--- src/rtl/multicycle_control_unit.sv ---
// multicycle_control_unit: RV32I multi-cycle control FSM for a shared instruction/data
// memory with ready handshake, wait-state timeout and illegal-instruction trap.
`default_nettype none

module multicycle_control_unit #(
  parameter int ALU_CTRL_WIDTH = 4,
  parameter int MAX_WAIT       = 15
) (
  input  logic                      clk,
  input  logic                      rst_n,
  input  logic [6:0]                op,
  input  logic [2:0]                funct3,
  input  logic                      funct7b5,
  input  logic                      Zero,
  input  logic                      LtS,
  input  logic                      LtU,
  input  logic                      mem_ready,
  output logic                      PCWrite,
  output logic                      AdrSrc,
  output logic                      IRWrite,
  output logic                      MemWrite,
  output logic                      MemRead,
  output logic [2:0]                mem_size,
  output logic                      RegWrite,
  output logic [2:0]                ImmSrc,
  output logic [1:0]                ALUSrcA,
  output logic [1:0]                ALUSrcB,
  output logic [ALU_CTRL_WIDTH-1:0] ALUControl,
  output logic [1:0]                ResultSrc,
  output logic [3:0]                state,
  output logic                      trap,
  output logic [1:0]                trap_cause
);

  localparam int              CNT_W   = (MAX_WAIT > 0) ? $clog2(MAX_WAIT + 1) : 1;
  localparam logic [CNT_W-1:0] CNT_MAX = CNT_W'(MAX_WAIT);

  typedef enum logic [3:0] {
    S_FETCH    = 4'd0,
    S_DECODE   = 4'd1,
    S_MEMADR   = 4'd2,
    S_MEMREAD  = 4'd3,
    S_MEMWB    = 4'd4,
    S_MEMWRITE = 4'd5,
    S_EXECR    = 4'd6,
    S_EXECI    = 4'd7,
    S_ALUWB    = 4'd8,
    S_BRANCH   = 4'd9,
    S_JAL      = 4'd10,
    S_JALR     = 4'd11,
    S_JALWB    = 4'd12,
    S_LUI      = 4'd13,
    S_TRAP     = 4'd14,
    S_AUIPC    = 4'd15
  } state_t;

  state_t           state_q, state_d, dec_state;
  logic [CNT_W-1:0] wait_cnt_q, wait_cnt_d;
  logic [1:0]       cause_q, cause_d;
  logic             dec_illegal;
  logic             in_wait;
  logic [3:0]       alu_op;

  assign in_wait = (state_q == S_FETCH) || (state_q == S_MEMREAD) || (state_q == S_MEMWRITE);

  // Opcode/funct3 decode used only in DECODE; unsupported encodings trap.
  always_comb begin
    dec_state   = S_TRAP;
    dec_illegal = 1'b0;
    case (op)
      7'b0000011: begin
        dec_state   = S_MEMADR;
        dec_illegal = (funct3 == 3'b011) || (funct3 == 3'b110) || (funct3 == 3'b111);
      end
      7'b0100011: begin
        dec_state   = S_MEMADR;
        dec_illegal = (funct3 > 3'b010);
      end
      7'b0110011: begin
        dec_state   = S_EXECR;
        dec_illegal = funct7b5 && (funct3 != 3'b000) && (funct3 != 3'b101);
      end
      7'b0010011: dec_state = S_EXECI;
      7'b1100011: begin
        dec_state   = S_BRANCH;
        dec_illegal = (funct3 == 3'b010) || (funct3 == 3'b011);
      end
      7'b1101111: dec_state = S_JAL;
      7'b1100111: begin
        dec_state   = S_JALR;
        dec_illegal = (funct3 != 3'b000);
      end
      7'b0110111: dec_state = S_LUI;
      7'b0010111: dec_state = S_AUIPC;
      default:    dec_illegal = 1'b1;
    endcase
  end

  always_comb begin
    state_d = state_q;
    cause_d = cause_q;
    case (state_q)
      S_FETCH:    if (mem_ready) state_d = S_DECODE;
      S_DECODE: begin
        if (dec_illegal) begin
          state_d = S_TRAP;
          cause_d = 2'b01;
        end else begin
          state_d = dec_state;
        end
      end
      S_MEMADR:   state_d = op[5] ? S_MEMWRITE : S_MEMREAD;
      S_MEMREAD:  if (mem_ready) state_d = S_MEMWB;
      S_MEMWB:    state_d = S_FETCH;
      S_MEMWRITE: if (mem_ready) state_d = S_FETCH;
      S_EXECR:    state_d = S_ALUWB;
      S_EXECI:    state_d = S_ALUWB;
      S_ALUWB:    state_d = S_FETCH;
      S_BRANCH:   state_d = S_FETCH;
      S_JAL:      state_d = S_ALUWB;
      S_JALR:     state_d = S_JALWB;
      S_JALWB:    state_d = S_FETCH;
      S_LUI:      state_d = S_ALUWB;
      S_AUIPC:    state_d = S_ALUWB;
      S_TRAP:     state_d = S_TRAP;
      default: begin
        state_d = S_TRAP;
        cause_d = 2'b01;
      end
    endcase
    if ((MAX_WAIT != 0) && in_wait && !mem_ready && (wait_cnt_q == CNT_MAX)) begin
      state_d = S_TRAP;
      cause_d = 2'b10;
    end
  end

  always_comb begin
    wait_cnt_d = wait_cnt_q;
    if (!in_wait || mem_ready || (state_d != state_q)) wait_cnt_d = '0;
    else if (wait_cnt_q != CNT_MAX)                    wait_cnt_d = wait_cnt_q + 1'b1;
  end

  always_ff @(posedge clk or negedge rst_n) begin
    if (!rst_n) begin
      state_q    <= S_FETCH;
      wait_cnt_q <= '0;
      cause_q    <= 2'b00;
    end else begin
      state_q    <= state_d;
      wait_cnt_q <= wait_cnt_d;
      cause_q    <= cause_d;
    end
  end

  // ALU op for register and immediate arithmetic; funct7b5 only picks sub in R-type.
  always_comb begin
    alu_op = 4'd0;
    case (funct3)
      3'b000:  alu_op = (funct7b5 && (state_q == S_EXECR)) ? 4'd1 : 4'd0;
      3'b001:  alu_op = 4'd7;
      3'b010:  alu_op = 4'd5;
      3'b011:  alu_op = 4'd6;
      3'b100:  alu_op = 4'd4;
      3'b101:  alu_op = funct7b5 ? 4'd9 : 4'd8;
      3'b110:  alu_op = 4'd3;
      default: alu_op = 4'd2;
    endcase
  end

  always_comb begin
    PCWrite    = 1'b0;
    AdrSrc     = 1'b0;
    IRWrite    = 1'b0;
    MemWrite   = 1'b0;
    MemRead    = 1'b0;
    mem_size   = 3'b010;
    RegWrite   = 1'b0;
    ImmSrc     = 3'b000;
    ALUSrcA    = 2'b00;
    ALUSrcB    = 2'b00;
    ALUControl = '0;
    ResultSrc  = 2'b00;
    trap       = 1'b0;
    case (state_q)
      S_FETCH: begin
        MemRead   = 1'b1;
        ALUSrcB   = 2'b10;
        ResultSrc = 2'b10;
        IRWrite   = mem_ready;
        PCWrite   = mem_ready;
      end
      S_DECODE: begin
        ALUSrcA = 2'b01;
        ALUSrcB = 2'b01;
        ImmSrc  = (op == 7'b1101111) ? 3'b100 : 3'b010;
      end
      S_MEMADR: begin
        ALUSrcA = 2'b10;
        ALUSrcB = 2'b01;
        ImmSrc  = op[5] ? 3'b001 : 3'b000;
      end
      S_MEMREAD: begin
        MemRead  = 1'b1;
        AdrSrc   = 1'b1;
        mem_size = funct3;
      end
      S_MEMWB: begin
        ResultSrc = 2'b01;
        RegWrite  = 1'b1;
      end
      S_MEMWRITE: begin
        MemWrite = 1'b1;
        AdrSrc   = 1'b1;
        mem_size = funct3;
      end
      S_EXECR: begin
        ALUSrcA    = 2'b10;
        ALUControl = ALU_CTRL_WIDTH'(alu_op);
      end
      S_EXECI: begin
        ALUSrcA    = 2'b10;
        ALUSrcB    = 2'b01;
        ALUControl = ALU_CTRL_WIDTH'(alu_op);
      end
      S_ALUWB:  RegWrite = 1'b1;
      S_BRANCH: begin
        ALUSrcA    = 2'b10;
        ALUControl = ALU_CTRL_WIDTH'(4'd1);
        case (funct3)
          3'b000:  PCWrite = Zero;
          3'b001:  PCWrite = !Zero;
          3'b100:  PCWrite = LtS;
          3'b101:  PCWrite = !LtS;
          3'b110:  PCWrite = LtU;
          3'b111:  PCWrite = !LtU;
          default: PCWrite = 1'b0;
        endcase
      end
      S_JAL: begin
        ALUSrcA = 2'b01;
        ALUSrcB = 2'b10;
        PCWrite = 1'b1;
      end
      S_JALR: begin
        ALUSrcA   = 2'b10;
        ALUSrcB   = 2'b01;
        ResultSrc = 2'b10;
        PCWrite   = 1'b1;
      end
      S_JALWB: begin
        ALUSrcA   = 2'b01;
        ALUSrcB   = 2'b10;
        ResultSrc = 2'b10;
        RegWrite  = 1'b1;
      end
      S_LUI: begin
        ALUSrcA = 2'b11;
        ALUSrcB = 2'b01;
        ImmSrc  = 3'b011;
      end
      S_AUIPC: begin
        ALUSrcA = 2'b01;
        ALUSrcB = 2'b01;
        ImmSrc  = 3'b011;
      end
      S_TRAP:  trap = 1'b1;
      default: trap = 1'b0;
    endcase
  end

  assign state      = state_q;
  assign trap_cause = cause_q;

endmodule

`default_nettype wire
--- config.mk ---
export PLATFORM = sky130hd
export DESIGN_NAME = multicycle_control_unit
export DESIGN_NICKNAME = d
export VERILOG_FILES = /design/src/rtl/multicycle_control_unit.sv
export SDC_FILE = /design/constraint.sdc
export NUM_CORES = 1
export LEC_CHECK = 0
export CORE_MARGIN = 10
export CORE_UTILIZATION = 68
export DETAILED_ROUTE_END_ITERATION = 16
export DONT_BUFFER_PORTS = 1
export GPL_ROUTABILITY_DRIVEN = 0
export HOLD_SLACK_MARGIN = 0.02
export PLACE_DENSITY = 0.9
export SLEW_MARGIN = 10
export SYNTH_ARGS = -nofsm -noshare
export SYNTH_HDL_FRONTEND = slang
export SYNTH_SLANG_ARGS = --single-unit
--- constraint.sdc ---
create_clock -name clk -period 3.2 [get_ports clk]
set_clock_uncertainty 0.1 [all_clocks]
set_input_delay 0.32 -clock clk [delete_from_list [all_inputs] [get_ports clk]]
set_output_delay 0.32 -clock clk [all_outputs]
set_load 0.01 [all_outputs]
==> results.sh <==
export IMPL_clk_insertion_delay_late_ps=270
export IMPL_drt_first_pass_iters=6
export IMPL_first_global_vias=1129
export IMPL_finish_utilization=0.732
export IMPL_synth_net_count=190
export IMPL_floorplan_initialDensity=0.736
export IMPL_ir_drop_v=0.000462
export IMPL_route_antenna_remaining_nets=0
export IMPL_fin_total_pwr_mw=0.894
export IMPL_worstHoldPathCells=2
export IMPL_internal_power_mw=0.424
export IMPL_drc_errors=0
export IMPL_grt_antenna_before_repair=0
export IMPL_critPathMaxFanout=26
export IMPL_yosysWarningCount=0
export IMPL_grt_overflow_total=0
export IMPL_finalNetCount=183
export IMPL_timing_critical_path_required_ps=2780
export IMPL_detailroute_via_count=1263
export IMPL_timing_final_crit_share=0.797
export IMPL_critical_path_startpoint_type="flop"
export IMPL_power_density_nw_per_um2=685
export IMPL_grt_pass1_wl_mm=5.47
export IMPL_clkTransAtPathRegs_ps=70
export IMPL_status="finished, final reports clean"
export IMPL_layout_drive_gt1_share=0.116
export IMPL_slew_viol_final=0
export IMPL_relSlewSlack=0.477
export IMPL_average_routed_wire_per_standard_cell_um=18.1
export IMPL_clk_path_buf_depth=2
export IMPL_cts_tree="yes"
export IMPL_core_region_area_um2=1780
export IMPL_total_leakage_power_nw=0.506
export IMPL_final_fill_count=140
export IMPL_detailed_place_area_um2=1260
export IMPL_max_clock_freq_mhz=392
export IMPL_final_cell_count_without_fillers=189
export IMPL_place_worst_setup_slack_ps=940
export IMPL_post_cts_setup_repair_buffer_count=0
export IMPL_drt_iter0_markers=162
export IMPL_die_h_um=63.9
export IMPL_synth_cell_type_count=55
export IMPL_die_x_um=63.9
export IMPL_power_share_switching=0.526
export IMPL_largest_net_degree_at_the_start_of_global_routing=27
export IMPL_grt_util_all_layers=0.158
export IMPL_routed_wirelength_mm=3.42
export IMPL_finalSetupTns_ps=0
export IMPL_syn2layout_area_growth_pct=-0.572
export IMPL_port_buffer_count=0
export IMPL_setup_viol=0
export IMPL_synth_ff_latch_count=10
export IMPL_synthArstFlopShare=1.00
export IMPL_synthFlopType="sky130_fd_sc_hd__dfrtp_1"
export IMPL_max_cap_violations=0
export IMPL_share_of_total_power_in_the_clock_network=0.129
export IMPL_finalHoldViolations=0
export IMPL_cp_arrival_ps=2130
export IMPL_resized_gates_after_cts=0
export IMPL_worst_setup_path_end_kind="output port"
export IMPL_antenna_cells_inserted=0
export IMPL_fin_hold_ws_ps=126
export IMPL_combPwrFrac=0.555
export IMPL_die_area_um2=4090
export IMPL_hold_buffers=1
export IMPL_synth_enable_flop_cells=0
export IMPL_seq_area_frac_synth=0.191
export IMPL_clock_sinks=10
export IMPL_timing_worst_slew_pin_value_ps=784
export IMPL_htreeDepth=1
export IMPL_setup_repair_after_global_routing_missed_its_margin="no"
export IMPL_cts_root_buffer_cell="sky130_fd_sc_hd__clkbuf_4"
export IMPL_number_of_placement_rows=15
export IMPL_fin_ws_ps=648
export IMPL_dp_hpwl_mm=2.56
export IMPL_syn_inst=172
export IMPL_worst_r2r_cell_count=5
export IMPL_i_o_pins=46
export IMPL_place_inst=184
export IMPL_hp_class="input port to flop"
export IMPL_finalInstanceArea_um2=1310
export IMPL_numCtsBuffers=3
export IMPL_net_switching_power_mw=0.470
export IMPL_syn_avg_cell_area_um2=7.63
export IMPL_syn_cell_area_um2=1310
export IMPL_seq_power_share=0.316
export IMPL_period_minus_slack_ps=2550
export IMPL_vias_per_cell=6.68
export IMPL_setup_worst_path_class="flop to output port"
==> cell type report <==
class,count,area [um2],area share
Timing Repair Buffer,1,10.0,0.00767
Inverter,5,18.8,0.0144
Tap cell,25,31.3,0.0240
Multi-Input combinational cell,144,958,0.734
Sequential cell,10,250,0.192
Clock buffer,4,36.3,0.0278
==> per-layer routing <==
| metal | up-vias | part of all wire | global-route usage |
|---|---|---|---|
| li1 | 614 | - | - |
| met1 | 586 | 0.41 | 0.189 |
| met2 | 58 | 0.45 | 0.246 |
| met3 | 5 | 0.13 | 0.0662 |
| met4 | 0 | 0.0099 | 0.0546 |
| met5 | - | 0 | 0 |
==> final timing paths <==
kind,start,to,slack (ps)
worst min-delay path,op[2],state[3]$_DFF_PN0_,130
worst max-delay path,state[0]$_DFF_PN0_,ALUControl[0],650
max in group asynchronous,rst_n,state[2]$_DFF_PN0_,2380
worst max register to register,state[2]$_DFF_PN0_,state[1]$_DFF_PN0_,980
min in group asynchronous,rst_n,wait_cnt_q[3]$_DFFE_PN0P_,320
worst min register to register,wait_cnt_q[3]$_DFFE_PN0P_,wait_cnt_q[3]$_DFFE_PN0P_,450
==> cell usage in the layout (no fill, tap or decap), drive strengths merged, types with 3 or more instances in the layout <==
| master | count |
|---|---|
| o21ai | 14 |
| a32o | 3 |
| and2 | 4 |
| nor2b | 3 |
| a211oi | 4 |
| nand3 | 3 |
| nand2b | 7 |
| dfrtp | 10 |
| nor2 | 19 |
| a22o | 3 |
| nor3b | 5 |
| clkbuf | 4 |
| a21oi | 14 |
| nand2 | 15 |
| nand3b | 4 |
| nor3 | 10 |
| inv | 5 |
| xnor2 | 4 |
==> flip-flops by register name, indices dropped and copies added, names as in the netlist <==
signal and cells:
state 4, wait_cnt_q 4, trap_cause 2
==> Yosys cell counts (2+ instances only) <==
library cell	n	area, um2
sky130_fd_sc_hd__nor3_1	7	35.0
sky130_fd_sc_hd__mux2i_1	2	20.0
sky130_fd_sc_hd__and3_1	2	12.5
sky130_fd_sc_hd__nor2b_1	3	18.8
sky130_fd_sc_hd__and2b_1	2	15.0
sky130_fd_sc_hd__nand3b_1	3	22.5
sky130_fd_sc_hd__xnor2_1	4	35.0
sky130_fd_sc_hd__o21ai_0	11	55.1
sky130_fd_sc_hd__buf_4	2	15.0
sky130_fd_sc_hd__a211oi_1	3	22.5
sky130_fd_sc_hd__nand2b_1	6	37.5
sky130_fd_sc_hd__a21oi_1	13	65.1
sky130_fd_sc_hd__a22o_1	3	26.3
sky130_fd_sc_hd__clkbuf_1	3	11.3
sky130_fd_sc_hd__nor3_2	2	20.0
sky130_fd_sc_hd__a32o_1	3	30.0
sky130_fd_sc_hd__a21o_1	2	15.0
sky130_fd_sc_hd__dfrtp_1	10	250
sky130_fd_sc_hd__or3_1	2	12.5
sky130_fd_sc_hd__nand3_1	3	15.0
sky130_fd_sc_hd__o21ai_1	3	15.0
sky130_fd_sc_hd__o21a_1	2	15.0
sky130_fd_sc_hd__nor3b_1	5	37.5
sky130_fd_sc_hd__nand2_1	15	56.3
sky130_fd_sc_hd__and3b_1	2	17.5
sky130_fd_sc_hd__buf_6	3	33.8
sky130_fd_sc_hd__nor2_1	18	67.6
sky130_fd_sc_hd__and2_1	4	25.0
sky130_fd_sc_hd__buf_2	5	25.0
sky130_fd_sc_hd__inv_1	4	15.0
==> worst max-delay path: stages (launching register included) <==
cell                       delay, ps
sky130_fd_sc_hd__dfrtp_1         850
sky130_fd_sc_hd__and2b_1         330
sky130_fd_sc_hd__a41oi_1         230
sky130_fd_sc_hd__nor2_1           60
sky130_fd_sc_hd__a211oi_1        220
sky130_fd_sc_hd__o32ai_1         170
==> power by group through the flow <==
stage                     Combinational (mW)  Sequential, mW  Clock, mW
after floorplan                        0.520           0.200          0
after global placement                 0.477           0.277          0
after detailed placement               0.489           0.283          0
after CTS                              0.499           0.280      0.117
after global routing                   0.551           0.298      0.126
final                                  0.496           0.282      0.116
==> cells by family after synthesis <==
family,share of synthesized area
and+or+nand+nor,0.411
AOI/OAI and AO/OA,0.259
buffers and inverters,0.0791
DFF,0.191
xor gates and xnor gates,0.0267
muxes,0.0238
adders and majority gates,0.00953
Power figures use the tool's default switching activity.
